$ cat config.mk
export PLATFORM = sky130hd
export DESIGN_NAME = periph_access_arbiter
export DESIGN_NICKNAME = d
export VERILOG_FILES = /design/src/rtl/periph_access_arbiter_pkg.sv /design/src/rtl/periph_access_arbiter_rr_arbiter.sv /design/src/rtl/periph_access_arbiter.sv
export SDC_FILE = /design/constraint.sdc
export NUM_CORES = 1
export LEC_CHECK = 0
export CORE_MARGIN = 4
export CORE_UTILIZATION = 37
export DETAILED_ROUTE_END_ITERATION = 7
export GPL_ROUTABILITY_DRIVEN = 0
export PLACE_DENSITY = 0.81
export SKIP_CTS_REPAIR_TIMING = 1
export SYNTH_ARGS = -nofsm -noshare
export SYNTH_HDL_FRONTEND = slang
export SYNTH_SLANG_ARGS = --single-unit
$ cat constraint.sdc
create_clock -name Clk -period 2.71 [get_ports Clk]
set_input_delay 0.813 -clock Clk [delete_from_list [all_inputs] [get_ports Clk]]
set_output_delay 0.813 -clock Clk [all_outputs]
set_load 0.02 [all_outputs]
$ cat src/rtl/periph_access_arbiter_pkg.sv
// -----------------------------------------------------------------------------
// periph_access_arbiter_pkg
//   Shared definitions for the peripheral access arbiter: FSM state encoding,
//   read/write direction constants and an index-width helper.
// -----------------------------------------------------------------------------
package periph_access_arbiter_pkg;

    // Arbiter FSM states.
    typedef enum logic [1:0] {
        ST_IDLE   = 2'd0,
        ST_R_BUSY = 2'd1,
        ST_W_BUSY = 2'd2,
        ST_DONE   = 2'd3
    } state_e;

    // Values of ReqRW.
    localparam logic RW_READ  = 1'b0;
    localparam logic RW_WRITE = 1'b1;

    // Bits needed to index n requesters. The result is never below 1, so a
    // single requester still gets a legal vector.
    function automatic int idx_width(input int n);
        int w;
        w = 1;
        if (n > 1) begin
            w = $clog2(n);
        end else begin
            w = 1;
        end
        return w;
    endfunction

endpackage

$ cat src/rtl/periph_access_arbiter_rr_arbiter.sv
// -----------------------------------------------------------------------------
// rr_arbiter
//   Combinational round-robin pick: the first asserted request at or after
//   ptr, searching cyclically.
// Ports
//   req   in  N      request vector
//   ptr   in  IDX_W  highest-priority index (must be < N)
//   gnt   out N      one-hot grant (all zero when no request)
//   idx   out IDX_W  index of the granted requester
//   valid out 1      at least one request present
// -----------------------------------------------------------------------------
module rr_arbiter
    import periph_access_arbiter_pkg::*;
#(
    parameter int N     = 2,
    parameter int IDX_W = idx_width(N)
) (
    input  logic [N-1:0]     req,
    input  logic [IDX_W-1:0] ptr,
    output logic [N-1:0]     gnt,
    output logic [IDX_W-1:0] idx,
    output logic             valid
);

    // Cyclic scan from ptr; the first hit locks out later candidates.
    always_comb begin
        int               j;
        logic [IDX_W-1:0] jj;
        gnt   = '0;
        idx   = '0;
        valid = 1'b0;
        j     = 0;
        jj    = '0;
        for (int off = 0; off < N; off++) begin
            j  = (int'(ptr) + off) % N;
            jj = IDX_W'(j);
            if (req[jj] && !valid) begin
                gnt[jj] = 1'b1;
                idx     = jj;
                valid   = 1'b1;
            end else begin
                valid = valid;
            end
        end
    end

endmodule

$ cat src/rtl/periph_access_arbiter.sv
// -----------------------------------------------------------------------------
// periph_access_arbiter
//   Shares one AXI-Lite master port between NREQ requesters. Round-robin
//   grant, one transaction in flight, single-cycle start pulses, read data
//   and completion routed back to the owner, every access bounded by a
//   timeout (TMO_CYC cycles in BUSY; 0 disables it).
// Ports
//   Clk, Rst_n                 clock, synchronous active-low reset
//   Req/ReqRW                  per-requester level request and direction
//   ReqAddr/ReqWData           packed per-requester address / write data
//   Grant                      one-hot owner, high from grant through DONE
//   Done/Error                 completion pulse to owner, timeout flag
//   RData                      read data captured on ReadCompleted, held
//   StartAXIRead/StartAXIWrite one-cycle launch pulses to the AXI master
//   AXIAddr/AXIWData           latched address / write data of the owner
//   AXIRData                   read data from the master
//   ReadCompleted/WriteCompleted completion pulses from the master
// -----------------------------------------------------------------------------
module periph_access_arbiter
    import periph_access_arbiter_pkg::*;
#(
    parameter int NREQ    = 2,
    parameter int ADDR_W  = 32,
    parameter int DATA_W  = 32,
    parameter int TMO_CYC = 255
) (
    input  logic                     Clk,
    input  logic                     Rst_n,
    input  logic [NREQ-1:0]          Req,
    input  logic [NREQ-1:0]          ReqRW,
    input  logic [NREQ*ADDR_W-1:0]   ReqAddr,
    input  logic [NREQ*DATA_W-1:0]   ReqWData,
    output logic [NREQ-1:0]          Grant,
    output logic [NREQ-1:0]          Done,
    output logic [DATA_W-1:0]        RData,
    output logic                     Error,
    output logic                     StartAXIRead,
    output logic                     StartAXIWrite,
    output logic [ADDR_W-1:0]        AXIAddr,
    output logic [DATA_W-1:0]        AXIWData,
    input  logic [DATA_W-1:0]        AXIRData,
    input  logic                     ReadCompleted,
    input  logic                     WriteCompleted
);

    localparam int   IDX_W  = idx_width(NREQ);
    localparam int   TMO_W  = (TMO_CYC > 0) ? $clog2(TMO_CYC + 1) : 1;
    localparam logic TMO_EN = (TMO_CYC != 0);

    state_e              state_q,     state_d;
    logic [IDX_W-1:0]    rr_ptr_q,    rr_ptr_d;
    logic [NREQ-1:0]     grant_q,     grant_d;
    logic [NREQ-1:0]     done_q,      done_d;
    logic                error_q,     error_d;
    logic                start_rd_q,  start_rd_d;
    logic                start_wr_q,  start_wr_d;
    logic [ADDR_W-1:0]   axi_addr_q,  axi_addr_d;
    logic [DATA_W-1:0]   axi_wdata_q, axi_wdata_d;
    logic [DATA_W-1:0]   rdata_q,     rdata_d;
    logic [TMO_W-1:0]    tmo_cnt_q,   tmo_cnt_d;

    logic [NREQ-1:0]     arb_gnt;
    logic [IDX_W-1:0]    arb_idx;
    logic                arb_valid;
    logic [ADDR_W-1:0]   sel_addr;
    logic [DATA_W-1:0]   sel_wdata;
    logic                sel_rw;
    logic                tmo_hit;

    rr_arbiter #(
        .N     (NREQ),
        .IDX_W (IDX_W)
    ) u_rr_arbiter (
        .req   (Req),
        .ptr   (rr_ptr_q),
        .gnt   (arb_gnt),
        .idx   (arb_idx),
        .valid (arb_valid)
    );

    // One-hot AND-OR mux of the winning requester's address, data and direction.
    always_comb begin
        sel_addr  = '0;
        sel_wdata = '0;
        sel_rw    = RW_READ;
        for (int i = 0; i < NREQ; i++) begin
            sel_addr  = sel_addr  | (ReqAddr[i*ADDR_W +: ADDR_W]  & {ADDR_W{arb_gnt[i]}});
            sel_wdata = sel_wdata | (ReqWData[i*DATA_W +: DATA_W] & {DATA_W{arb_gnt[i]}});
            sel_rw    = sel_rw    | (ReqRW[i] & arb_gnt[i]);
        end
    end

    assign tmo_hit = TMO_EN && (tmo_cnt_q == TMO_W'(TMO_CYC));

    // Next-state and output logic; pulses default low every cycle.
    always_comb begin
        state_d     = state_q;
        rr_ptr_d    = rr_ptr_q;
        grant_d     = grant_q;
        done_d      = '0;
        error_d     = 1'b0;
        start_rd_d  = 1'b0;
        start_wr_d  = 1'b0;
        axi_addr_d  = axi_addr_q;
        axi_wdata_d = axi_wdata_q;
        rdata_d     = rdata_q;
        tmo_cnt_d   = tmo_cnt_q;

        case (state_q)
            ST_IDLE: begin
                if (arb_valid) begin
                    grant_d     = arb_gnt;
                    axi_addr_d  = sel_addr;
                    axi_wdata_d = sel_wdata;
                    tmo_cnt_d   = '0;
                    rr_ptr_d    = (arb_idx == IDX_W'(NREQ - 1)) ? '0 : arb_idx + IDX_W'(1);
                    if (sel_rw == RW_WRITE) begin
                        state_d    = ST_W_BUSY;
                        start_wr_d = 1'b1;
                    end else begin
                        state_d    = ST_R_BUSY;
                        start_rd_d = 1'b1;
                    end
                end else begin
                    state_d = ST_IDLE;
                end
            end
            // Completion is tested before the timeout so a same-edge tie
            // finishes cleanly without Error.
            ST_R_BUSY: begin
                if (ReadCompleted) begin
                    rdata_d = AXIRData;
                    state_d = ST_DONE;
                    done_d  = grant_q;
                end else if (tmo_hit) begin
                    state_d = ST_DONE;
                    done_d  = grant_q;
                    error_d = 1'b1;
                end else begin
                    tmo_cnt_d = tmo_cnt_q + TMO_W'(1);
                end
            end
            ST_W_BUSY: begin
                if (WriteCompleted) begin
                    state_d = ST_DONE;
                    done_d  = grant_q;
                end else if (tmo_hit) begin
                    state_d = ST_DONE;
                    done_d  = grant_q;
                    error_d = 1'b1;
                end else begin
                    tmo_cnt_d = tmo_cnt_q + TMO_W'(1);
                end
            end
            ST_DONE: begin
                state_d = ST_IDLE;
                grant_d = '0;
            end
            default: begin
                state_d = ST_IDLE;
                grant_d = '0;
            end
        endcase
    end

    // State and output registers with synchronous active-low reset.
    always_ff @(posedge Clk) begin
        if (!Rst_n) begin
            state_q     <= ST_IDLE;
            rr_ptr_q    <= '0;
            grant_q     <= '0;
            done_q      <= '0;
            error_q     <= 1'b0;
            start_rd_q  <= 1'b0;
            start_wr_q  <= 1'b0;
            axi_addr_q  <= '0;
            axi_wdata_q <= '0;
            rdata_q     <= '0;
            tmo_cnt_q   <= '0;
        end else begin
            state_q     <= state_d;
            rr_ptr_q    <= rr_ptr_d;
            grant_q     <= grant_d;
            done_q      <= done_d;
            error_q     <= error_d;
            start_rd_q  <= start_rd_d;
            start_wr_q  <= start_wr_d;
            axi_addr_q  <= axi_addr_d;
            axi_wdata_q <= axi_wdata_d;
            rdata_q     <= rdata_d;
            tmo_cnt_q   <= tmo_cnt_d;
        end
    end

    assign Grant         = grant_q;
    assign Done          = done_q;
    assign Error         = error_q;
    assign RData         = rdata_q;
    assign StartAXIRead  = start_rd_q;
    assign StartAXIWrite = start_wr_q;
    assign AXIAddr       = axi_addr_q;
    assign AXIWData      = axi_wdata_q;

endmodule

==> out/qor.yml <==
worst_setup_path:
  cp_slowest_cell: "clkdlybuf4s50_1"
  crit_required_ps: 1900
  timing.rr.end: "AXIAddr[8]$_SDFFE_PN0P_"
  crit_start: "AXIWData[27]$_SDFFE_PN0P_"
  max_stage_delay_ps: 710
  reg2regPathDepth: 7
  cp_top_family: "buffers and inverters"
  worst-setup-path-type: "register to output port"
  r2r_start: "state_q[0]$_SDFF_PN0_"
  worstPathArrival_ps: 1440
  cp.depth: 1
  ff2ff_setup_slack_ps: 620
  path_cells: "clkdlybuf4s50_1"
  critPathLaunchType: "register"
  cp-end-kind: "output port"
  crit_end: "AXIWData[27]"
  critPathBufInv: 1
  path_max_fanout: 2
global_routing:
  grt_pass1_wl_um: 24500
  grt_use_total_pct: 23.6
  grt_max_degree: 66
  antenna_found_initial: 0
  grt_pass1_vias: 4850
  overflow: 0
sta:
  min_period_ps: 2250
  fin_tns_setup_ps: 0
  slew_violations: 0
  max_freq_ghz: 0.445
  setup_viol: 0
  hold_viol_final: 0
  period_share_pct: 83.0
  relSlewSlack_pct: 47.0
  finalClockSkew_ps: 15.7
  rsz0062_at_grt: "no"
  worstMarginPinSlew_ps: 793
clock_network:
  cts.sinks: 114
  cts_buffer_depth: 2
  cts_tree: "done"
  cts_root_buf: "clkbuf_16"
  clkTransAtPathRegs_ps: 50
  clk_latency_ps: 420
  cts_max_level: 4
  numCtsBuffers: 17
finish:
  fin_nets: 907
  drive_gt1_share_pct: 7.36
  diodes: 0
  fin_area_sq_um: 7870
  syn_to_final_growth_pct: 82.7
floorplanning:
  core-area_sq_um: 11400
  die_x_um: 116
  die_area_sq_um: 13400
  die_h_um: 116
  fp-row-count: 39
  ios: 271
  start_util_pct: 37.7
placed_design:
  place_hpwl_um: 12000
  portBuffers: 270
  postPlaceCellArea_sq_um: 7210
logic_synthesis:
  synth_top_cell_by_area: "dfxtp_1"
  syn_inst: 473
  ys_types: 38
  synthArstFlopShare_pct: 0
  synth_seq_cells: 114
  syn_nets: 646
  ys_top_cells_by_area: "dfxtp_1 (53%), a222oi_1 (15%), nand2_1 (6.6%)"
  synth-seq-area-share_pct: 53.0
  synth.most_common_cell: "dfxtp_1"
  synth_edf_count: 0
  avgSynthCellArea_sq_um: 9.10
  synth_top_area_share_pct: 53.0
  synth.cell_area_sq_um: 4310
  synth_common_cells: "dfxtp_1 (114), nand2_1 (76), nor2_1 (71)"
  yosysWarnings: 0
  synthFlopType: "dfxtp_1"
power:
  peakVddDrop_uv: 392
  power_mw: 5.57
  power_leakage_nw: 2.88
  powerDensity_nw_per_um2: 708
route:
  vias: 4905
  drc_errors: 0
  first_iter_violations: 580
  drt-total-wl_um: 16600
  first_pass_iters: 7
  drtAntennaViolNets: 0
  wire_per_inst_um: 18.7
  routed_via_density: 5.51
worst_hold_path:
  worstHoldPathType: "register to register"
  min_path_cells: 2
flow_run:
  max-cap-violations: 0
status:
  status: "finished, final reports clean"
-- through the flow --
step,setup slack [ps],cells,hold WS (ps),util [%]
final,461,890,451,68.9
after global routing,382,890,474,68.9
after CTS,418,890,455,68.9
after detailed placement,80.4,858,449,63.2
after global placement,137,858,442,63.2
after floorplan,691,473,463,-
-- how the worst min path moves through the flow --
stage,startpoint,endpoint,slack [ps]
final,RData[25]$_SDFFE_PN0P_,RData[25]$_SDFFE_PN0P_,450
after global routing,RData[25]$_SDFFE_PN0P_,RData[25]$_SDFFE_PN0P_,470
after CTS,RData[25]$_SDFFE_PN0P_,RData[25]$_SDFFE_PN0P_,450
after detailed placement,RData[17]$_SDFFE_PN0P_,RData[17]$_SDFFE_PN0P_,450
after global placement,RData[7]$_SDFFE_PN0P_,RData[7]$_SDFFE_PN0P_,440
after floorplan,register,register,460
-- layout make-up --
class | count | area [sq um]
clock buffer | 23 | 478
clock inverter | 9 | 176
fill | 872 | 3550
inverter | 6 | 23.8
multi-input combinational | 311 | 1870
sequential | 114 | 2280
tap | 143 | 179
timing repair buffer | 284 | 2860
-- registers in the layout (all words and copies together) (netlist names), named ones only --
name	count
AXIAddr	32
AXIWData	32
Done	2
Error	1
Grant	2
RData	32
StartAXIRead	1
StartAXIWrite	1
state_q	2
tmo_cnt_q	8
-- cell usage in the layout, fill, tap and decap left out, types with 2 or more instances in the layout --
cell	synthesis	final
a211oi_1	3	3
nor2b_1	3	3
clkbuf_16	0	17
nor2_4	0	2
and2_1	3	3
nand4_1	3	3
clkinv_2	0	3
dfxtp_1	114	114
o21bai_1	2	2
a41oi_1	2	2
nand2b_1	2	2
buf_12	0	4
buf_4	0	10
a222oi_1	64	64
clkdlybuf4s50_1	0	270
o22ai_1	4	4
nand2_1	76	76
and4_1	2	2
a22oi_1	3	3
ha_1	5	5
nor2_1	71	69
a21oi_1	37	37
clkbuf_1	40	3
clkbuf_8	0	3
nand3_1	8	8
inv_1	6	5
bufinv_16	0	5
nor3_1	5	5
-- routing by layer --
layer  wire, um  vias to the layer above  share of wire, %  track usage (%)
met1       5930                     2284                36             25.1
met3       1930                       45                12             10.9
met2       8210                      290                49             40.4
met4        572                        0               3.4             9.98
met5          0                        -                 0                0
li1           -                     2286                 -                -
-- cells by family after synthesis --
kind of cell | count (synthesis) | share of synthesized area (%)
simple gates | 182 | 18.0
compound gates | 124 | 23.4
flops | 114 | 53.0
buf+inv | 48 | 4.18
fa+ha+maj | 5 | 1.45
-- power by group --
| group | total [mW] | switching (mW) | internal [mW] |
|---|---|---|---|
| registers | 1.89 | 0.0805 | 1.81 |
| logic | 1.21 | 0.578 | 0.634 |
| clock network | 2.47 | 0.765 | 1.70 |
| total | 5.57 | 1.42 | 4.15 |
(Power assumes the default switching activity.)
